## src/rtl/bin2bcd_seq_if.sv

```systemverilog
// Handshake/result bundle between a value producer and the binary-to-BCD converter.
// The master drives the request side; the slave (converter) drives status and result.
interface bin2bcd_seq_if #(
  parameter int BIN_W = 14
);
  logic             start;
  logic [BIN_W-1:0] bin;
  logic             busy;
  logic             done;
  logic [15:0]      bcd;
  logic             ovf;

  modport master (
    output start, bin,
    input  busy, done, bcd, ovf
  );

  modport slave (
    input  start, bin,
    output busy, done, bcd, ovf
  );
endinterface

```

## src/rtl/bin2bcd_seq.sv

```systemverilog
// Iterative shift-and-add-3 (double dabble) binary-to-BCD converter.
// Produces a 4-digit packed BCD word for the 7-segment display driver.
// One bit is processed per clock; the result is held between conversions,
// and values above 9999 saturate to 9999 with ovf set.
module bin2bcd_seq #(
  parameter int BIN_W = 14
) (
  input  logic          clk,
  input  logic          rstn,
  bin2bcd_seq_if.slave  bus
);

  localparam int SR_W  = 16 + BIN_W;
  localparam int CNT_W = $clog2(BIN_W + 1);
  localparam logic [CNT_W-1:0] LAST_CNT = CNT_W'(BIN_W - 1);

  typedef enum logic [1:0] {
    IDLE  = 2'd0,
    SHIFT = 2'd1,
    DONE  = 2'd2
  } state_t;

  state_t           state;
  state_t           state_nxt;
  logic             accept;
  logic             last;
  logic [SR_W-1:0]  sr;
  logic [SR_W-1:0]  sr_nxt;
  logic [CNT_W-1:0] cnt;
  logic [BIN_W-1:0] bin_lat;
  logic             busy_r;
  logic             done_r;
  logic [15:0]      bcd_r;
  logic             ovf_r;

  // One double-dabble iteration: correct every BCD nibble that would
  // overflow a decimal digit when doubled, then shift the register left.
  function automatic logic [SR_W-1:0] dabble_step(input logic [SR_W-1:0] val);
    logic [SR_W-1:0] adj;
    adj = val;
    for (int i = 0; i < 4; i++) begin
      if (adj[BIN_W + 4*i +: 4] >= 4'd5)
        adj[BIN_W + 4*i +: 4] = adj[BIN_W + 4*i +: 4] + 4'd3;
    end
    return {adj[SR_W-2:0], 1'b0};
  endfunction

  // Clamp to 9999 when the original value does not fit in four digits.
  // Only a 14-bit input can exceed 9999, so for narrower inputs the
  // condition is constant-false and the clamp disappears.
  function automatic logic [16:0] saturate(input logic [BIN_W-1:0] val,
                                           input logic [15:0]      digits);
    if (BIN_W >= 14 && 32'(val) > 32'd9999)
      return {1'b1, 16'h9999};
    return {1'b0, digits};
  endfunction

  // Next-state decode. The DONE exit edge doubles as an accept opportunity,
  // which is what allows one conversion every BIN_W+1 cycles with start held.
  always_comb begin
    state_nxt = state;
    accept    = 1'b0;
    last      = 1'b0;
    sr_nxt    = dabble_step(sr);
    case (state)
      IDLE: begin
        if (bus.start) begin
          accept    = 1'b1;
          state_nxt = SHIFT;
        end
      end
      SHIFT: begin
        if (cnt == LAST_CNT) begin
          last      = 1'b1;
          state_nxt = DONE;
        end
      end
      DONE: begin
        if (bus.start) begin
          accept    = 1'b1;
          state_nxt = SHIFT;
        end else begin
          state_nxt = IDLE;
        end
      end
      default: state_nxt = IDLE;
    endcase
  end

  // State register.
  always_ff @(posedge clk or negedge rstn) begin
    if (!rstn) state <= IDLE;
    else       state <= state_nxt;
  end

  // Shift register, iteration counter, latched input and registered outputs.
  // bcd/ovf are written only on the final iteration so they stay stable for
  // the display driver throughout the next conversion.
  always_ff @(posedge clk or negedge rstn) begin
    if (!rstn) begin
      sr      <= '0;
      cnt     <= '0;
      bin_lat <= '0;
      busy_r  <= 1'b0;
      done_r  <= 1'b0;
      bcd_r   <= 16'h0000;
      ovf_r   <= 1'b0;
    end else begin
      done_r <= 1'b0;
      if (accept) begin
        sr      <= {16'h0000, bus.bin};
        bin_lat <= bus.bin;
        cnt     <= '0;
        busy_r  <= 1'b1;
      end else if (state == SHIFT) begin
        sr  <= sr_nxt;
        cnt <= cnt + CNT_W'(1);
        if (last) begin
          {ovf_r, bcd_r} <= saturate(bin_lat, sr_nxt[SR_W-1 -: 16]);
          done_r         <= 1'b1;
          busy_r         <= 1'b0;
        end
      end
    end
  end

  assign bus.busy = busy_r;
  assign bus.done = done_r;
  assign bus.bcd  = bcd_r;
  assign bus.ovf  = ovf_r;

endmodule

```

## src/flat_wrapper.sv

```systemverilog
// flat-port wrapper written by rule: the top's interface ports become plain ports
module bin2bcd_seq_flat 
#(
  parameter int BIN_W = 14
)
  (clk, rstn, bus_start, bus_bin, bus_busy, bus_done, bus_bcd, bus_ovf);
  bin2bcd_seq_if #(.BIN_W(BIN_W)) bus_i ();
  input  logic clk;
  input  logic rstn;
  input wire logic [$bits(bus_i.start)-1:0] bus_start;
  input wire logic [$bits(bus_i.bin)-1:0] bus_bin;
  output wire logic [$bits(bus_i.busy)-1:0] bus_busy;
  output wire logic [$bits(bus_i.done)-1:0] bus_done;
  output wire logic [$bits(bus_i.bcd)-1:0] bus_bcd;
  output wire logic [$bits(bus_i.ovf)-1:0] bus_ovf;
  assign bus_i.start = bus_start;
  assign bus_i.bin = bus_bin;
  assign bus_busy = bus_i.busy;
  assign bus_done = bus_i.done;
  assign bus_bcd = bus_i.bcd;
  assign bus_ovf = bus_i.ovf;
  bin2bcd_seq #(.BIN_W(BIN_W)) u_core (.clk(clk), .rstn(rstn), .bus(bus_i));
endmodule
```

## config.mk

```make
export PLATFORM = sky130hd
export DESIGN_NAME = bin2bcd_seq_flat
export DESIGN_NICKNAME = d
export VERILOG_FILES = /design/src/rtl/bin2bcd_seq_if.sv /design/src/rtl/bin2bcd_seq.sv /design/src/flat_wrapper.sv
export SDC_FILE = /design/constraint.sdc
export NUM_CORES = 1
export LEC_CHECK = 0
export CAP_MARGIN = 0
export CORE_MARGIN = 3
export CORE_UTILIZATION = 45
export CTS_BUF_LIST = sky130_fd_sc_hd__clkbuf_16
export DETAILED_ROUTE_END_ITERATION = 8
export HOLD_SLACK_MARGIN = 0.15
export PLACE_DENSITY = 0.64
export SLEW_MARGIN = 40
export SYNTH_ARGS = -nofsm -noshare
export SYNTH_HDL_FRONTEND = slang
export SYNTH_SLANG_ARGS = --single-unit
```

## constraint.sdc

```tcl
create_clock -name clk -period 2 [get_ports clk]
set_input_delay 0.4 -clock clk [delete_from_list [all_inputs] [get_ports clk]]
set_output_delay 0.4 -clock clk [all_outputs]
set_load 0.02 [all_outputs]
```

; ---- Word level (Yosys, flattened, before mapping)
; Cells that the tools add are included.
[word_totals]
regBits = 69
input_bits = 17
output_inout_bits = 19
wordCells = 59
[classes]
addsub = 5
magnitude_cmp = 5
eq_ne = 5
muxes = 28
bitwise_logic = 1
reduce_logical = 7
[op_table]
columns = cell, count
row1 = $mux W30, 2
row2 = $mux W17, 2
row3 = $mux W4, 5
row4 = $ge A4 B3 Y1 const B, 4
row5 = $mux W1, 15
row6 = $gt A14 B14 Y1 const B, 1
row7 = $add A4 B2 Y4 const B, 3
row8 = $pmux W2 S3, 1
row9 = $add A4 B1 Y4 const B, 1
row10 = $eq A4 B4 Y1 const B, 1
row11 = $mux W2, 2
row12 = $reduce_and A2 Y1, 2
row13 = $reduce_bool A2 Y1, 2
row14 = $add A3 B2 Y3 const B, 1
row15 = $mux W3, 1
row16 = $reduce_and A3 Y1, 1
row17 = $eq A2 B1 Y1 const B, 1
row18 = $eq A2 B2 Y1 const B, 1
row19 = $logic_not A2 Y1, 1
row20 = $ne A2 B1 Y1 const B, 1
row21 = $ne A2 B2 Y1 const B, 1
row22 = $reduce_or A2 Y1, 1
row23 = $not A1 Y1, 1

; ---- Logic depth before layout (Yosys ltp)
; Gate-level depths: netlist (run 1).
[logic_depth]
depth_word = 7
ltp_mapped = 8
depth_no_buf = 7

; ---- Worst setup path before layout (run 1)
; OpenSTA, ideal clock, no wires.
[synth_timing]
kind = flip-flop to flip-flop
startpoint = reg u_core.sr[14]
endpoint = reg u_core.bcd_r[2], in the netlist u_core.bus.bcd[2]
setup_ns = 0.120
arrival_ns = 1.274
t_required_ns = 1.880
slack_ns = 0.606
stages_incl_launch_ff = 7
path_buffers = 0
period_less_slack_ns = 1.394
cell_sequence = dfrtp_1 inv_1 ha_1 nand2b_1 a21oi_2 mux2i_1 a31o_2
[synth_via]
elab_chain_len = 3
word_cells_on_any_way = 4
cone_classes = 1 x add/sub / 1 x order compare / 2 x mux
[synth_rtl]
columns = element, line
row1 = from (decl), bin2bcd_seq.sv:27  ; logic [SR_W-1:0] sr;
row2 = from (signal assigned), bin2bcd_seq.sv:111  ; sr <= {16'h0000, bus.bin};
row3 = from (signal assigned), bin2bcd_seq.sv:116  ; sr <= sr_nxt;
row4 = $add A4 B2 Y4 or $ge A4 B3 Y1 (tied branches), "bin2bcd_seq.sv:43, bin2bcd_seq.sv:42"
row5 = $mux W4 *, bin2bcd_seq.sv:42  ; if (adj[BIN_W + 4*i +: 4] >= 4'd5)
row6 = $mux W17 *, bin2bcd_seq.sv:55  ; return {1'b0, digits};
row7 = to (signal assigned), bin2bcd_seq.sv:119  ; {ovf_r, bcd_r} <= saturate(bin_lat, sr_nxt[SR_W-1 -: 16]);
row8 = to (decl), bin2bcd_seq.sv:33  ; logic [15:0] bcd_r;
; Mark *: on every way between the ends. The rest lies on a longest branch, timed or not.
; A chain may end at the register's enable or synchronous reset.

; ---- Final worst setup path (run 1)
[layout_timing]
startpoint = reg u_core.busy_r, in the netlist u_core.bus.busy
endpoint = out bus_busy
[layout_lines]
columns = element, line
row1 = from (decl), bin2bcd_seq.sv:31  ; logic busy_r;
row2 = from (signal assigned), bin2bcd_seq.sv:104  ; busy_r <= 1'b0;
row3 = from (signal assigned), bin2bcd_seq.sv:114  ; busy_r <= 1'b1;
row4 = from (signal assigned), bin2bcd_seq.sv:121  ; busy_r <= 1'b0;
row5 = to (decl), flat_wrapper.sv:12  ; output wire logic [$bits(bus_i.busy)-1:0] bus_busy;
; No word-level cell between the ends.

==> results.txt, run 1 <==
The number of synthesized register bits came out at 65. On the final layout, the worst clock skew is roughly 0.0060 ns. dfrtp_1 is the most common cell in the netlist. The final number of hold-violating endpoints is 0.

The number of levels in the clock H-tree came out at 3. In the final layout, flip-flops and latches occupy 1630 um2. The commonest cells after synthesis are dfrtp_1, nand2_1, o21ai_0, mux2i_1.

The final layout contains 348 nets. The critical path data arrival time is 1.31 ns. Among all flip-flop cells after synthesis, the most frequent one is dfrtp_1. The detailed-route via count came out at between 2000 and 2500. The wire length of the first global-routing pass is 10200 um. The final critical path time including I/O delays and setup came out at 1.71 ns.

Detailed placement finished with a half-perimeter wire length of 3800 um. Global routing used 17.3% of the available tracks across all layers. The die covers around 7800 um2.

The tree is rooted in a clkbuf_16. Ranked by total cell area, the synthesized netlist is headed by dfrtp_1, nand2_1, mux2i_1. Max-cap violations in this run came to 0. The final routed wire length divided by cell count is about 15 um. The number of global-route vias before repair came out at 2119. In this run, synthesis inferred 0 flip-flops with an integrated enable. The standby leakage power is 1.74 nW. On the critical path, the stage with the largest delay is an instance of clkdlybuf4s50_1. In the final layout, the multi-input gates occupy approximately 1200 um2.

The worst setup path is launched from a register. STA classifies the critical path endpoint as a primary output. The number of synthesis warnings is 0.

The share of synthesized flip-flops with an asynchronous set or reset is 100%. The placement row count came out at 29. The number of CTS-inserted buffers is 9.

The final wirelength is between 5000 and 6000 um. The effective utilization at floorplan came out at 47.1%. The type of the setup path with the least slack is reg2out. The number of I/O pins is 36. The required time of the critical path is ~1.6 ns. The count of buffers added on input and output ports is 35. The final setup violation count is 0. In this run the worst hold path is classified as reg2reg. At the end of routability-driven placement, the weighted congestion stood at 0.799.

The total of fill cells in the finished design is 563. The clock transition at the registers of the reported paths is about 0.050 ns. Broken down by cell family, the worst path's largest delay share belongs to buffers and inverters. Setup repair after global routing left no endpoint under its margin. Yosys mapped the design onto 35 distinct sky130hd cell types. The run finished with clean final reports. Derived from the worst setup path, the maximum achievable clock frequency is 584 MHz. The mapped cell area is 3040 um2.

The clock drives 65 sinks. The count of unresolved DRC violations after routing is 0. The final cell utilization of the core came out at 56.4%. The first detailed-routing pass ran for 4 iterations.

After routing, the total negative slack on setup checks comes to 0 ns. The final max-slew violation count came to 0. The sequential area share after synthesis is between 50% and 60%. The TritonCTS clock tree is done. IR analysis of the VDD net gives a maximum drop of between 700 and 800 uV. The total inserted antenna cells is 0.

The initial antenna violation count was 0. The signal on the critical path passes through clkdlybuf4s50_1. The final clock period utilization by the worst path is 85.6%. After clock tree synthesis, the setup repair step added 0 buffers. The maximum single-stage delay on the critical path came out at about 0.63 ns. The chip width is 88.2 um. The area of the core came out at about 6500 um2. The fraction of layout instances using a drive strength above 1 came out at 8.70%. Synthesis produced a netlist whose cell count is roughly 280. The max-slew headroom at the worst pin came out at 67.8%. After global routing the overflow that remains totals 0. The clock latency on the worst-skew pair came out at 0.32 ns. The final antenna-violating net count came out at 0. Dividing the detail-routed via count by the number of cells gives approximately 5.4.

For the pin with the worst max-slew slack, the measured transition is between 0.4 and 0.5 ns. The total buffers and inverters traversed by the critical path came out at 1. The detailed router's first-iteration violation count is between 90 and 100.

The average cell area after synthesis came out at ~11 um2. The largest driver fanout on the critical path is 2. The longest clock path from root to sink contains 2 buffers. The layout overhead on the synthesized area came out at 19.7%. The synthesized net count is 311. The total power density per cell area is approximately 1700 nW/um2. The maximum number of pins on one net before global-route repair came out at 66. The top-area cell type share of the netlist area is 53.5%. The biggest area contributor in the post-synthesis netlist is dfrtp_1. Measured along the y axis, the die boundary spans 88.2 um.
-- metal layers --
layer	share of wire (%)	GRT usage (%)	vias up	wire length, um
met5	0	0	-	0
li1	-	-	1046	-
met4	1.9	7.42	0	111
met1	48	23.4	1029	2810
met2	46	26.7	51	2720
met3	4.2	3.91	11	250
-- final cells by class --
cell class	instances	area share, %
clock buffers	9	6.18
repair buffers	41	11.1
inverters	11	1.13
clock inverters	3	0.378
multi-input cells	193	33.9
well taps	77	2.64
flip-flops and latches	65	44.6
-- stage by stage --
stage	power [W]	instance area, um2	setup WS [ns]	instances	hold slack, ns
6_report	0.00627	3640	0.289	399	0.471
5_1_grt	0.00679	3640	0.0289	399	0.509
4_1_cts	0.00634	3640	0.276	399	0.473
3_5_place_dp	0.00500	3390	0.154	386	0.443
3_3_place_gp	0.00492	3390	0.193	386	0.443
2_1_floorplan	0.00431	3040	0.606	284	0.104
-- report_power, final --
group	switching (W)	internal, W	leakage, nW
Clock	0.000515	0.000799	0.124
Sequential	0.000421	0.00190	0.820
Combinational	0.00142	0.00122	0.799
-- sequential cells by signal, indices dropped and copies added (netlist names) --
name and count:
u_core.bus.busy 1, u_core.bus.ovf 1, u_core.bus.bcd 16, u_core.bin_lat 10
u_core.sr 30, u_core.cnt 4, u_core.state 2, u_core.bus.done 1
-- final timing paths --
| kind | slack, ns | cells after the start | start | endpoint |
|---|---|---|---|---|
| max | 0.29 | 1 | u_core.bus.busy | bus_busy |
| min | 0.47 | 2 | u_core.bin_lat[6] | u_core.bin_lat[6] |
| max reg2reg | 0.30 | 7 | u_core.cnt[1] | u_core.bus.bcd[4] |
| min reg2reg | 0.47 | 2 | u_core.bin_lat[6] | u_core.bin_lat[6] |
| max in group asynchronous | 1.10 | 3 | rstn | u_core.bin_lat[6] |
| min in group asynchronous | 0.62 | 3 | rstn | u_core.sr[29] |
-- cell families (layout without fill, tap and decap cells) --
family,Yosys count,count (layout),synth area share (%)
compound gates,67,67,14.1
xor+xnor,6,6,1.73
fa+ha+maj,10,10,4.11
buf+inv,26,64,5.96
flops,65,65,53.5
mux,17,17,5.59
simple gates,93,93,15.0
-- worst reg2reg max path: cells and delay by family (launching register included) --
family / cells / cell delay, ns
and+or+nand+nor: 3 / 0.46
adders and majority gates: 1 / 0.13
buffers and inverters: 2 / 0.45
DFF: 1 / 0.41
AOI/OAI and AO/OA: 1 / 0.15
-- layout by cell type (no fill, tap or decap), types with 8 or more instances in the layout --
master	Yosys	final
o21ai_1	11	11
inv_1	10	11
nand2_1	46	46
o21ai_0	18	18
ha_1	10	10
dfrtp_1	65	65
a21oi_1	8	8
clkbuf_16	0	9
mux2i_1	17	17
clkdlybuf4s50_1	0	34
a22o_1	10	10
nor2_1	11	11
-- repair_timing --
item,4_1_cts,5_1_grt
hold buffers,1,0
gates resized for setup,0,0
endpoints found under the hold margin,65,0
(Power assumes the default switching activity.)
==> inputs of run 2 (changes only) <==
--- a/config.mk
+++ b/config.mk
@@ -12,6 +12,7 @@
 export DETAILED_ROUTE_END_ITERATION = 8
 export HOLD_SLACK_MARGIN = 0.15
 export PLACE_DENSITY = 0.64
+export SKIP_LAST_GASP = 1
 export SLEW_MARGIN = 40
 export SYNTH_ARGS = -nofsm -noshare
 export SYNTH_HDL_FRONTEND = slang
==> results of run 2 <==
Final layout, timing and power as in run 1 (identical DEF).
